$ cat src/rtl/frame_sequencer.sv
// Frame scheduler for a double-buffered framebuffer: clear back buffer, run the rasterizer,
// swap on vsync. Owns the framebuffer write port and arbitrates it between clear and raster.
//
// state        | meaning
// S_IDLE       | parked; waits for enable to start a frame
// S_CLEAR      | writing clear colour to every back-buffer entry, one per cycle
// S_START      | one-cycle raster_start pulse (skipped when triangle count is zero)
// S_RENDER     | rasterizer owns the write port until raster_done
// S_WAIT_VSYNC | frame complete; swap buffers on the next vsync pulse
module frame_sequencer #(
    parameter int DISPLAY_WIDTH  = 100,
    parameter int DISPLAY_HEIGHT = 100,
    parameter int FB_DATA_BITS   = 16,
    parameter int FB_SIZE        = DISPLAY_WIDTH * DISPLAY_HEIGHT,
    parameter int FB_ADDR_BITS   = $clog2(FB_SIZE),
    parameter int TRI_CNT_BITS   = 8
) (
    input  logic                    clk,
    input  logic                    rst,
    input  logic                    i_enable,
    input  logic                    i_vsync_pulse,
    input  logic [TRI_CNT_BITS-1:0] i_tri_count,
    input  logic [FB_DATA_BITS-1:0] i_clear_color,
    output logic                    o_raster_start,
    output logic [TRI_CNT_BITS-1:0] o_raster_tri_cnt,
    input  logic                    i_raster_done,
    input  logic                    i_raster_wr_en,
    input  logic [FB_ADDR_BITS-1:0] i_raster_wr_addr,
    input  logic [FB_DATA_BITS-1:0] i_raster_wr_data,
    output logic                    o_fb_wr_en,
    output logic [FB_ADDR_BITS:0]   o_fb_wr_addr,
    output logic [FB_DATA_BITS-1:0] o_fb_wr_data,
    output logic                    o_display_buf,
    output logic                    o_busy,
    output logic                    o_frame_dropped,
    output logic [15:0]             o_frame_count
);

    localparam logic [FB_ADDR_BITS-1:0] LAST_ADDR = FB_ADDR_BITS'(FB_SIZE - 1);

    typedef enum logic [2:0] {
        S_IDLE,
        S_CLEAR,
        S_START,
        S_RENDER,
        S_WAIT_VSYNC
    } state_t;

    state_t                  r_state;
    state_t                  w_next_state;

    logic [TRI_CNT_BITS-1:0] r_tri_cnt;
    logic [FB_DATA_BITS-1:0] r_clear_color;
    logic [FB_ADDR_BITS-1:0] r_clear_addr;
    logic                    r_display_buf;
    logic [15:0]             r_frame_count;
    logic                    r_frame_dropped;
    logic                    r_wr_en;
    logic [FB_ADDR_BITS:0]   r_wr_addr;
    logic [FB_DATA_BITS-1:0] r_wr_data;

    logic                    w_latch;
    logic                    w_swap;
    logic                    w_drop;
    logic                    w_raster_start;
    logic                    w_wr_en;
    logic [FB_ADDR_BITS-1:0] w_wr_addr;
    logic [FB_DATA_BITS-1:0] w_wr_data;

    always_comb begin
        w_next_state   = r_state;
        w_latch        = 1'b0;
        w_swap         = 1'b0;
        w_drop         = 1'b0;
        w_raster_start = 1'b0;
        w_wr_en        = 1'b0;
        w_wr_addr      = '0;
        w_wr_data      = '0;
        case (r_state)
            S_IDLE: begin
                if (i_enable) begin
                    w_latch      = 1'b1;
                    w_next_state = S_CLEAR;
                end
            end
            S_CLEAR: begin
                w_wr_en   = 1'b1;
                w_wr_addr = r_clear_addr;
                w_wr_data = r_clear_color;
                w_drop    = i_vsync_pulse;
                if (r_clear_addr == LAST_ADDR) begin
                    w_next_state = S_START;
                end
            end
            S_START: begin
                w_drop = i_vsync_pulse;
                if (r_tri_cnt == '0) begin
                    w_next_state = S_WAIT_VSYNC;
                end else begin
                    w_raster_start = 1'b1;
                    w_next_state   = S_RENDER;
                end
            end
            S_RENDER: begin
                w_wr_en   = i_raster_wr_en;
                w_wr_addr = i_raster_wr_addr;
                w_wr_data = i_raster_wr_data;
                if (i_raster_done) begin
                    // done and vsync together still make the deadline
                    if (i_vsync_pulse) begin
                        w_swap       = 1'b1;
                        w_latch      = i_enable;
                        w_next_state = i_enable ? S_CLEAR : S_IDLE;
                    end else begin
                        w_next_state = S_WAIT_VSYNC;
                    end
                end else begin
                    w_drop = i_vsync_pulse;
                end
            end
            S_WAIT_VSYNC: begin
                if (i_vsync_pulse) begin
                    w_swap       = 1'b1;
                    w_latch      = i_enable;
                    w_next_state = i_enable ? S_CLEAR : S_IDLE;
                end
            end
            default: w_next_state = S_IDLE;
        endcase
    end

    always_ff @(posedge clk) begin
        if (rst) begin
            r_state <= S_IDLE;
        end else begin
            r_state <= w_next_state;
        end
    end

    always_ff @(posedge clk) begin
        if (rst) begin
            r_tri_cnt       <= '0;
            r_clear_color   <= '0;
            r_clear_addr    <= '0;
            r_display_buf   <= 1'b0;
            r_frame_count   <= '0;
            r_frame_dropped <= 1'b0;
            r_wr_en         <= 1'b0;
            r_wr_addr       <= '0;
            r_wr_data       <= '0;
        end else begin
            r_frame_dropped <= w_drop;
            r_wr_en         <= w_wr_en;
            r_wr_addr       <= {~r_display_buf, w_wr_addr};
            r_wr_data       <= w_wr_data;
            if (w_latch) begin
                r_tri_cnt     <= i_tri_count;
                r_clear_color <= i_clear_color;
                r_clear_addr  <= '0;
            end else if (r_state == S_CLEAR && r_clear_addr != LAST_ADDR) begin
                r_clear_addr <= r_clear_addr + 1'b1;
            end
            if (w_swap) begin
                r_display_buf <= ~r_display_buf;
                r_frame_count <= r_frame_count + 16'd1;
            end
        end
    end

    assign o_raster_start   = w_raster_start;
    assign o_raster_tri_cnt = r_tri_cnt;
    assign o_fb_wr_en       = r_wr_en;
    assign o_fb_wr_addr     = r_wr_addr;
    assign o_fb_wr_data     = r_wr_data;
    assign o_display_buf    = r_display_buf;
    assign o_frame_count    = r_frame_count;
    assign o_frame_dropped  = r_frame_dropped;
    assign o_busy           = (r_state == S_CLEAR) || (r_state == S_START) || (r_state == S_RENDER);

endmodule
$ cat config.mk
export PLATFORM = sky130hd
export DESIGN_NAME = frame_sequencer
export DESIGN_NICKNAME = d
export VERILOG_FILES = /design/src/rtl/frame_sequencer.sv
export SDC_FILE = /design/constraint.sdc
export NUM_CORES = 1
export LEC_CHECK = 0
export CAP_MARGIN = 0
export CORE_MARGIN = 1.5
export CORE_UTILIZATION = 46
export CTS_CLUSTER_SIZE = 20
export DETAILED_ROUTE_END_ITERATION = 6
export GPL_TIMING_DRIVEN = 0
export PLACE_DENSITY = 0.8
export SLEW_MARGIN = 20
export SYNTH_ARGS = -nofsm -noshare
export SYNTH_HDL_FRONTEND = slang
export SYNTH_SLANG_ARGS = --single-unit
$ cat constraint.sdc
create_clock -name clk -period 2.14 [get_ports clk]
set_input_delay 0.642 -clock clk [delete_from_list [all_inputs] [get_ports clk]]
set_output_delay 0.642 -clock clk [all_outputs]
set_load 0.1 [all_outputs]
* Word level (Yosys, flattened, before mapping)
Cells that the tools add are included.
Widths: inputs -> output; s select.
** Operators by class
- Bitwise operators :: 1
- $add $sub $neg :: 2
- Equality and inequality tests :: 10
- Reduce and logical (&&, ||, !) cells :: 8
- Muxes and demuxes :: 22
** Operators with widths (number)
- $pmux 16 s2 :: 1
- $pmux 14 s2 :: 1
- $mux 3 :: 6
- $add 16x1->16 const B :: 1
- $pmux 3 s5 :: 1
- $add 14x1->14 const B :: 1
- $eq 14x14->1 const B :: 1
- $ne 14x14->1 const B :: 1
- $mux 1 :: 9
- $logic_not 8->1 :: 1
- $ne 2x2->1 const B :: 4
- $eq 3x2->1 const B :: 2
- $pmux 1 s2 :: 3
- $reduce_and 4->1 :: 1
- $reduce_or 2->1 :: 2
- $eq 3x1->1 const B :: 1
- $eq 3x3->1 const B :: 1
- $logic_not 3->1 :: 1
- $pmux 1 s3 :: 1
- $logic_or 1x1->1 :: 2
- $logic_and 1x1->1 :: 1
- $not 1->1 :: 1
** Storage, ports and cells
- Word-level logic and storage cells :: 53
- Input port bits :: 60
- Output and inout port bits :: 60
- Flip-flop bits (word level) :: 91

* Depth between registers and ports, before layout
Gate-level depths: netlist of the first run.
- Depth in word-level cells :: 4
- Depth in mapped cells :: 6
- Mapped depth without buffers :: 5

* Least setup slack after synthesis of the first run
No wires, ideal clock.
- Kind :: register -> output
- From :: register r_tri_cnt[7], in the netlist o_raster_tri_cnt[7]
- To :: output port o_raster_start
- Data arrival time :: 2.734 ns
- Data required time :: 1.498 ns
- Cell stages (with the launch flop) :: 3
- Slack :: -1.236 ns
- Buffers on the path :: 0
- Cells stage by stage :: dfxtp_1 -> nor4_1 -> a21oi_1
** On the way
- Longest elaborated chain between the ends :: 3
** Ends and longest elaborated chain
- start: declaration :: RTL line 52 : logic [TRI_CNT_BITS-1:0] r_tri_cnt;
- start signal: assignment :: RTL line 157 : r_tri_cnt <= i_tri_count;
- $logic_not 8->1 :: RTL line 97 : if (r_tri_cnt == '0) begin
- $mux 1 :: RTL line 97
- $mux 1 :: RTL line 79 : case (r_state)
- end: declaration :: RTL line 24 : output logic o_raster_start,
Every way passes these cells.

* Worst setup path after layout of the first run
- From :: register r_state[0]
- To :: output port o_raster_start
** On the way
- Longest elaborated chain between the ends :: 2
** Ends and longest elaborated chain
- start: declaration :: RTL line 49 : state_t r_state;
- start signal: assignment :: RTL line 136 : r_state <= w_next_state;
- $eq 3x2->1 :: RTL line 79
- $mux 1 :: RTL line 79
Every way passes these cells.

==> impl_metrics.env, run 1 <==
export IMPL_period_minus_slack_ns=2.25
export IMPL_io_pins=120
export IMPL_grt_pass1_wl_um=16300
export IMPL_multiInputGateArea_sq_um=1910
export IMPL_grt_pass1_vias=3533
export IMPL_worst_setup_path_end_kind="primary output"
export IMPL_post_synth_top_count_cell="dfxtp_1"
export IMPL_ys_seq_area_share_pct=48.6
export IMPL_clk_latency_ns=0.35
export IMPL_syn_mean_instance_area_sq_um=9.34
export IMPL_syn_inst=401
export IMPL_grt_util_all_layers_pct=23.6
export IMPL_yosys_top_cells_count="91 x dfxtp_1, 82 x nor2_1, 29 x a22oi_1"
export IMPL_async_flop_share_pct=0
export IMPL_cts_hold_buf=0
export IMPL_path_clk_slew_ns=0.09
export IMPL_antenna_cells=0
export IMPL_root_buffer="clkbuf_8"
export IMPL_ant_nets=0
export IMPL_vias=3575
export IMPL_netlist_top_cells_area="dfxtp_1 49%, nor2_1 8.2%, mux2i_1 6.9%"
export IMPL_syn_nets=463
export IMPL_slew_headroom_pct=37.1
export IMPL_dp_hpwl_um=7180
export IMPL_outcome="finished, violations left"
export IMPL_cts_buffer_depth=2
export IMPL_syn2layout_area_growth_pct=48.3
export IMPL_tightest_slew_ns=0.947
export IMPL_grt_overflow=0
export IMPL_ir_worst_vdd_uv=409
export IMPL_netlist_area_sq_um=3750
export IMPL_die_w_um=93.2
export IMPL_ys_types=57
export IMPL_initial_core_util_pct=48.0
export IMPL_crit_family="simple AND/OR/NAND/NOR gates"
export IMPL_p_per_area_nw_per_um2=691
export IMPL_firstDrtPassIters=4
export IMPL_setup_viol=2
export IMPL_cp_slowest_stage_delay_ns=0.41
export IMPL_critPathBufInv=2
export IMPL_synth_seq_cells=91
export IMPL_place_gp_congestion=0.854
export IMPL_drt_total_wl_um=10200
export IMPL_drive_gt1_share_pct=26.4
export IMPL_grt_max_degree=16
export IMPL_fill_cells=597
export IMPL_drt_wirelength_per_cell_um=15.7
export IMPL_finalSetupTns_ns=-0.121
export IMPL_die_h_um=93.2
export IMPL_crit_required_ns=1.50
export IMPL_violations="negative setup slack"
export IMPL_cts_made_buffers=9
export IMPL_port_buffers=118
export IMPL_synth_area_leader_cell="dfxtp_1"
export IMPL_hold_path_class="reg2reg"
export IMPL_fp_row_count=32
export IMPL_finalCritPeriodShare_pct=105
export IMPL_arrival_ns=1.61
export IMPL_synthDominantCellAreaShare_pct=48.6
export IMPL_drt_iter0_markers=204
export IMPL_synth_edff_count=0
export IMPL_antenna_found_initial=0
export IMPL_crit_chain="buf_8 > or3b_4 > a21oi_4 > buf_12"
export IMPL_maxCapViolCount=0
export IMPL_htree_num_levels=3
export IMPL_final_hold_violation_count=0
export IMPL_timing_final_ws_setup_ns=-0.113
export IMPL_fmax_mhz=444
export IMPL_worst_setup_path_start_kind="flip-flop"
export IMPL_seqCellArea_sq_um=1860
export IMPL_critPathKind="reg2out"
export IMPL_p_leak_nw=2.07
export IMPL_critical_path_slowest_cell="or3b_4"
export IMPL_fin_nets=603
export IMPL_hold_worst_slack_ns=0.468
export IMPL_die_area_sq_um=8690
export IMPL_yosys_most_used_dff="dfxtp_1"
export IMPL_via_per_inst=5.52
export IMPL_slew_viol_final=0
export IMPL_cts_sinks=91
export IMPL_core_area_sq_um=7810
export IMPL_ys_warn_count=0
export IMPL_cts_tree="built"
export IMPL_rsz0062_at_grt="yes"
export IMPL_fin_worst_skew_ns=0.00922
export IMPL_drc=0
export IMPL_crit_fanout=8
flip-flops by register name (all words and copies together) (netlist names), 3 cells and up:
name	cells
r_state	3
o_fb_wr_data	16
r_clear_color	16
o_raster_tri_cnt	8
r_clear_addr	14
o_frame_count	16
o_fb_wr_addr	15
kinds of logic after synthesis:
group / after synthesis / share of synthesized area (%)
flops: 91 / 48.6
compound gates: 80 / 15.5
simple gates: 154 / 21.1
xor+xnor: 15 / 3.51
mux: 27 / 7.25
buf+inv: 32 / 3.34
fa+ha+maj: 2 / 0.668
stage by stage:
stage	utilization (%)	area [sq um]	std cells	total power [mW]	worst slack, ns
after global placement	65.5	5120	621	2.62	-0.792
final	71.2	5560	648	3.84	-0.113
after detailed placement	65.5	5120	621	2.64	-0.814
after floorplan	-	3810	401	2.37	0.00952
after CTS	70.2	5480	642	3.81	-0.131
after global routing	71.2	5560	648	3.99	-0.168
worst reg2reg max path, cell delays in order, from the launching register on:
cell	delay, ns
dfxtp_1	0.38
or4b_1	0.64
or4_4	0.59
a31oi_1	0.24
o21a_1	0.16
area by class of cell:
class	count	area share (%)
inverter	7	0.473
sequential	91	33.5
multi-input combinational	278	34.3
tap	102	2.30
buffer	24	2.55
clock inverter	6	1.15
timing repair buffer	130	23.2
clock buffer	10	2.48
layout by cell type (no fill, tap or decap), types with 13 or more instances in the layout:
| master | n |
|---|---|
| nor2_1 | 81 |
| dfxtp_1 | 68 |
| clkdlybuf4s50_1 | 56 |
| clkdlybuf4s15_2 | 45 |
| a22oi_1 | 29 |
| mux2i_1 | 26 |
| dfxtp_2 | 18 |
| clkbuf_1 | 16 |
| nand2_1 | 15 |
| a21oi_1 | 14 |
| buf_4 | 13 |
worst paths after layout:
kind / start / endpoint / slack, ns / cells past startpoint
min reg2reg: o_display_buf / o_fb_wr_addr[14] / 0.47 / 1
max reg2reg: r_clear_addr[4] / r_clear_addr[2] / 0.08 / 4
max: r_state[0] / o_raster_start / -0.11 / 4
min: o_display_buf / o_fb_wr_addr[14] / 0.47 / 1
where the power goes:
group	switching, mW	total (mW)	internal (mW)
clock network	0.602	1.17	0.570
logic	0.537	0.857	0.320
registers	0.0464	1.81	1.76
total	1.19	3.84	2.65
timing repair:
item,in CTS,in global routing
cloned,0,1
setup buffers,6,5
resized for setup,196,33
pin swaps,2,5
endpoints found under the setup margin,99,44
per-layer routing:
layer	global-route usage, %	vias up	wire length, um
met5	0	-	0
met4	7.20	0	89
met3	5.28	8	653
met2	42.0	129	5180
met1	27.9	1709	4260
li1	-	1729	-
Power figures use the tool's default switching activity.
==> inputs of run 2 (changes only) <==
--- a/config.mk
+++ b/config.mk
@@ -11,7 +11,7 @@
 export CTS_CLUSTER_SIZE = 20
 export DETAILED_ROUTE_END_ITERATION = 6
 export GPL_TIMING_DRIVEN = 0
-export PLACE_DENSITY = 0.8
+export PLACE_DENSITY = 0.81
 export SLEW_MARGIN = 20
 export SYNTH_ARGS = -nofsm -noshare
 export SYNTH_HDL_FRONTEND = slang
==> impl_metrics.env, run 2 (same netlist as run 1, synthesis figures left out) <==
export IMPL_outcome="finished, violations left"
export IMPL_violations="negative setup slack"
export IMPL_antenna_found_initial=0
export IMPL_holdCritStartpoint="o_display_buf"
export IMPL_crit_required_ns=1.50
export IMPL_p_per_area_nw_per_um2=707
export IMPL_timing_final_ws_setup_ns=-0.139
export IMPL_period_minus_slack_ns=2.28
export IMPL_root_buffer="clkbuf_8"
export IMPL_setup_viol=2
export IMPL_p_total_mw=3.93
export IMPL_fin_worst_skew_ns=0.0103
export IMPL_grt_util_all_layers_pct=23.7
export IMPL_initial_core_util_pct=48.0
export IMPL_critical_path_slowest_cell="or3b_4"
export IMPL_io_pins=120
export IMPL_vias=3616
export IMPL_r2r_cells=6
export IMPL_slew_headroom_pct=37.4
export IMPL_layout_cells_non_filler=653
export IMPL_hold_worst_slack_ns=0.483
export IMPL_grt_overflow=0
export IMPL_fin_nets=609
export IMPL_r2r_slack_ns=0.10
export IMPL_worst_setup_path_end_kind="primary output"
export IMPL_dp_slack_ns=-0.817
export IMPL_die_h_um=93.2
export IMPL_layout_common_cells="80 x nor2_1, 68 x dfxtp_1, 57 x clkdlybuf4s50_1"
export IMPL_finalCritPeriodShare_pct=106
export IMPL_final_common_cell="nor2_1"
export IMPL_syn2layout_area_growth_pct=48.3
export IMPL_min_path_cells=1
export IMPL_drive_gt1_share_pct=27.2
export IMPL_core_area_sq_um=7810
export IMPL_grt_pass1_vias=3456
export IMPL_antenna_cells=0
export IMPL_hold_path_class="reg2reg"
export IMPL_tightest_slew_ns=0.943
export IMPL_fp_row_count=32
export IMPL_reg2reg_from="r_state[1]"
export IMPL_crit_chain="buf_6 > or3b_4 > a21oi_4 > buf_12"
export IMPL_p_leak_nw=2.10
export IMPL_grt_pass1_wl_um=16200
export IMPL_fmax_mhz=439
export IMPL_slew_viol_final=0
export IMPL_arrival_ns=1.64
export IMPL_path_clk_slew_ns=0.08
export IMPL_drt_wirelength_per_cell_um=15.7
export IMPL_timing_rr_end="o_frame_count[9]"
export IMPL_place_inst=621
export IMPL_cts_sinks=91
export IMPL_cp_slowest_stage_delay_ns=0.42
export IMPL_drt_iter0_markers=268
export IMPL_drc=0
export IMPL_final_hold_violation_count=0
export IMPL_min_to="o_fb_wr_addr[14]"
export IMPL_clk_latency_ns=0.35
export IMPL_die_w_um=93.2
export IMPL_drt_total_wl_um=10300
export IMPL_htree_num_levels=3
export IMPL_rsz0062_at_grt="yes"
export IMPL_port_buffers=118
export IMPL_ir_worst_vdd_uv=403
export IMPL_maxCapViolCount=0
export IMPL_firstDrtPassIters=5
export IMPL_dp_hpwl_um=7180
export IMPL_critPathKind="reg2out"
export IMPL_cts_tree="built"
export IMPL_via_per_inst=5.54
export IMPL_cts_buffer_depth=2
export IMPL_place_gp_congestion=0.870
export IMPL_grt_max_degree=15
export IMPL_ant_nets=0
export IMPL_crit_fanout=10
export IMPL_cts_made_buffers=9
export IMPL_die_area_sq_um=8690
export IMPL_worst_setup_path_start_kind="flip-flop"
[run 2: cell count changes in the layout (fill, tap and decap cells not counted), sizes merged, moves of 2 or more]
cell	previous run	this run
clkbuf	37	50
clkdlybuf4s15	48	38
buf	21	24
clkinvlp	3	1
dlymetal6s2s	2	0
[run 2: how the worst max path moves through the flow]
stage | start | end | slack, ns | depth (start not counted)
5_1_grt | r_state[0] | o_raster_start | -0.17 | 4
3_5_place_dp | r_state[1] | o_raster_start | -0.82 | 4
3_3_place_gp | r_state[1] | o_raster_start | -0.79 | 4
4_1_cts | r_state[1] | o_raster_start | -0.19 | 4
6_report | r_state[2] | o_raster_start | -0.14 | 4
2_1_floorplan | r_state[1] | o_raster_start | 0.01 | 3
[run 2: cell type report]
| class | instances | area, sq um |
|---|---|---|
| flip-flops and latches | 91 | 1860 |
| repair buffers | 136 | 1270 |
| clock buffers | 10 | 138 |
| plain buffers | 24 | 150 |
| well taps | 102 | 128 |
| multi-input cells | 278 | 1900 |
| fillers | 599 | 2250 |
| clock inverters | 5 | 77.6 |
| inverters | 7 | 26.3 |
[run 2: per-layer routing]
layer / routed length (um) / global-route usage, % / up-vias
met5: 0 / 0 / -
met4: 136 / 8.08 / 0
met3: 752 / 6.59 / 15
met2: 5180 / 40.8 / 140
met1: 4220 / 28.0 / 1721
li1: - / - / 1740
[run 2: per-stage QoR]
step	setup TNS, ns	area (sq um)	util (%)
floorplan	0	3810	-
global placement	-24.10	5120	65.5
detailed placement	-26.73	5120	65.5
CTS	-0.188	5470	70.0
global route	-0.964	5560	71.2
finish	-0.144	5560	71.2
[run 2: report_power, final]
group / internal, mW / switching, mW
registers: 1.76 / 0.0466
clock network: 0.680 / 0.584
logic: 0.321 / 0.537
total: 2.76 / 1.17
[run 2: what timing repair did]
item | 4_1_cts | 5_1_grt
setup buffers | 3 | 13
hold buffers | 0 | 0
endpoints found under the setup margin | 99 | 63
pin swaps | 2 | 5
endpoints found under the hold margin | 0 | 0
gates cloned | 0 | 2
resized for setup | 186 | 46
[run 2: worst max-delay path, delay by kind of cell, from the launching register on]
kind / cells / cell delay, ns
simple gates: 1 / 0.42
flops: 1 / 0.36
buf+inv: 2 / 0.34
compound gates: 1 / 0.17
==> inputs of run 3 (changes only) <==
--- a/config.mk
+++ b/config.mk
@@ -8,7 +8,7 @@
 export CAP_MARGIN = 0
 export CORE_MARGIN = 1.5
 export CORE_UTILIZATION = 46
-export CTS_CLUSTER_SIZE = 20
+export CTS_CLUSTER_SIZE = 12
 export DETAILED_ROUTE_END_ITERATION = 6
 export GPL_TIMING_DRIVEN = 0
 export PLACE_DENSITY = 0.81
==> results of run 3 <==
The final DEF is identical to that of run 2; final timing and power are the same.
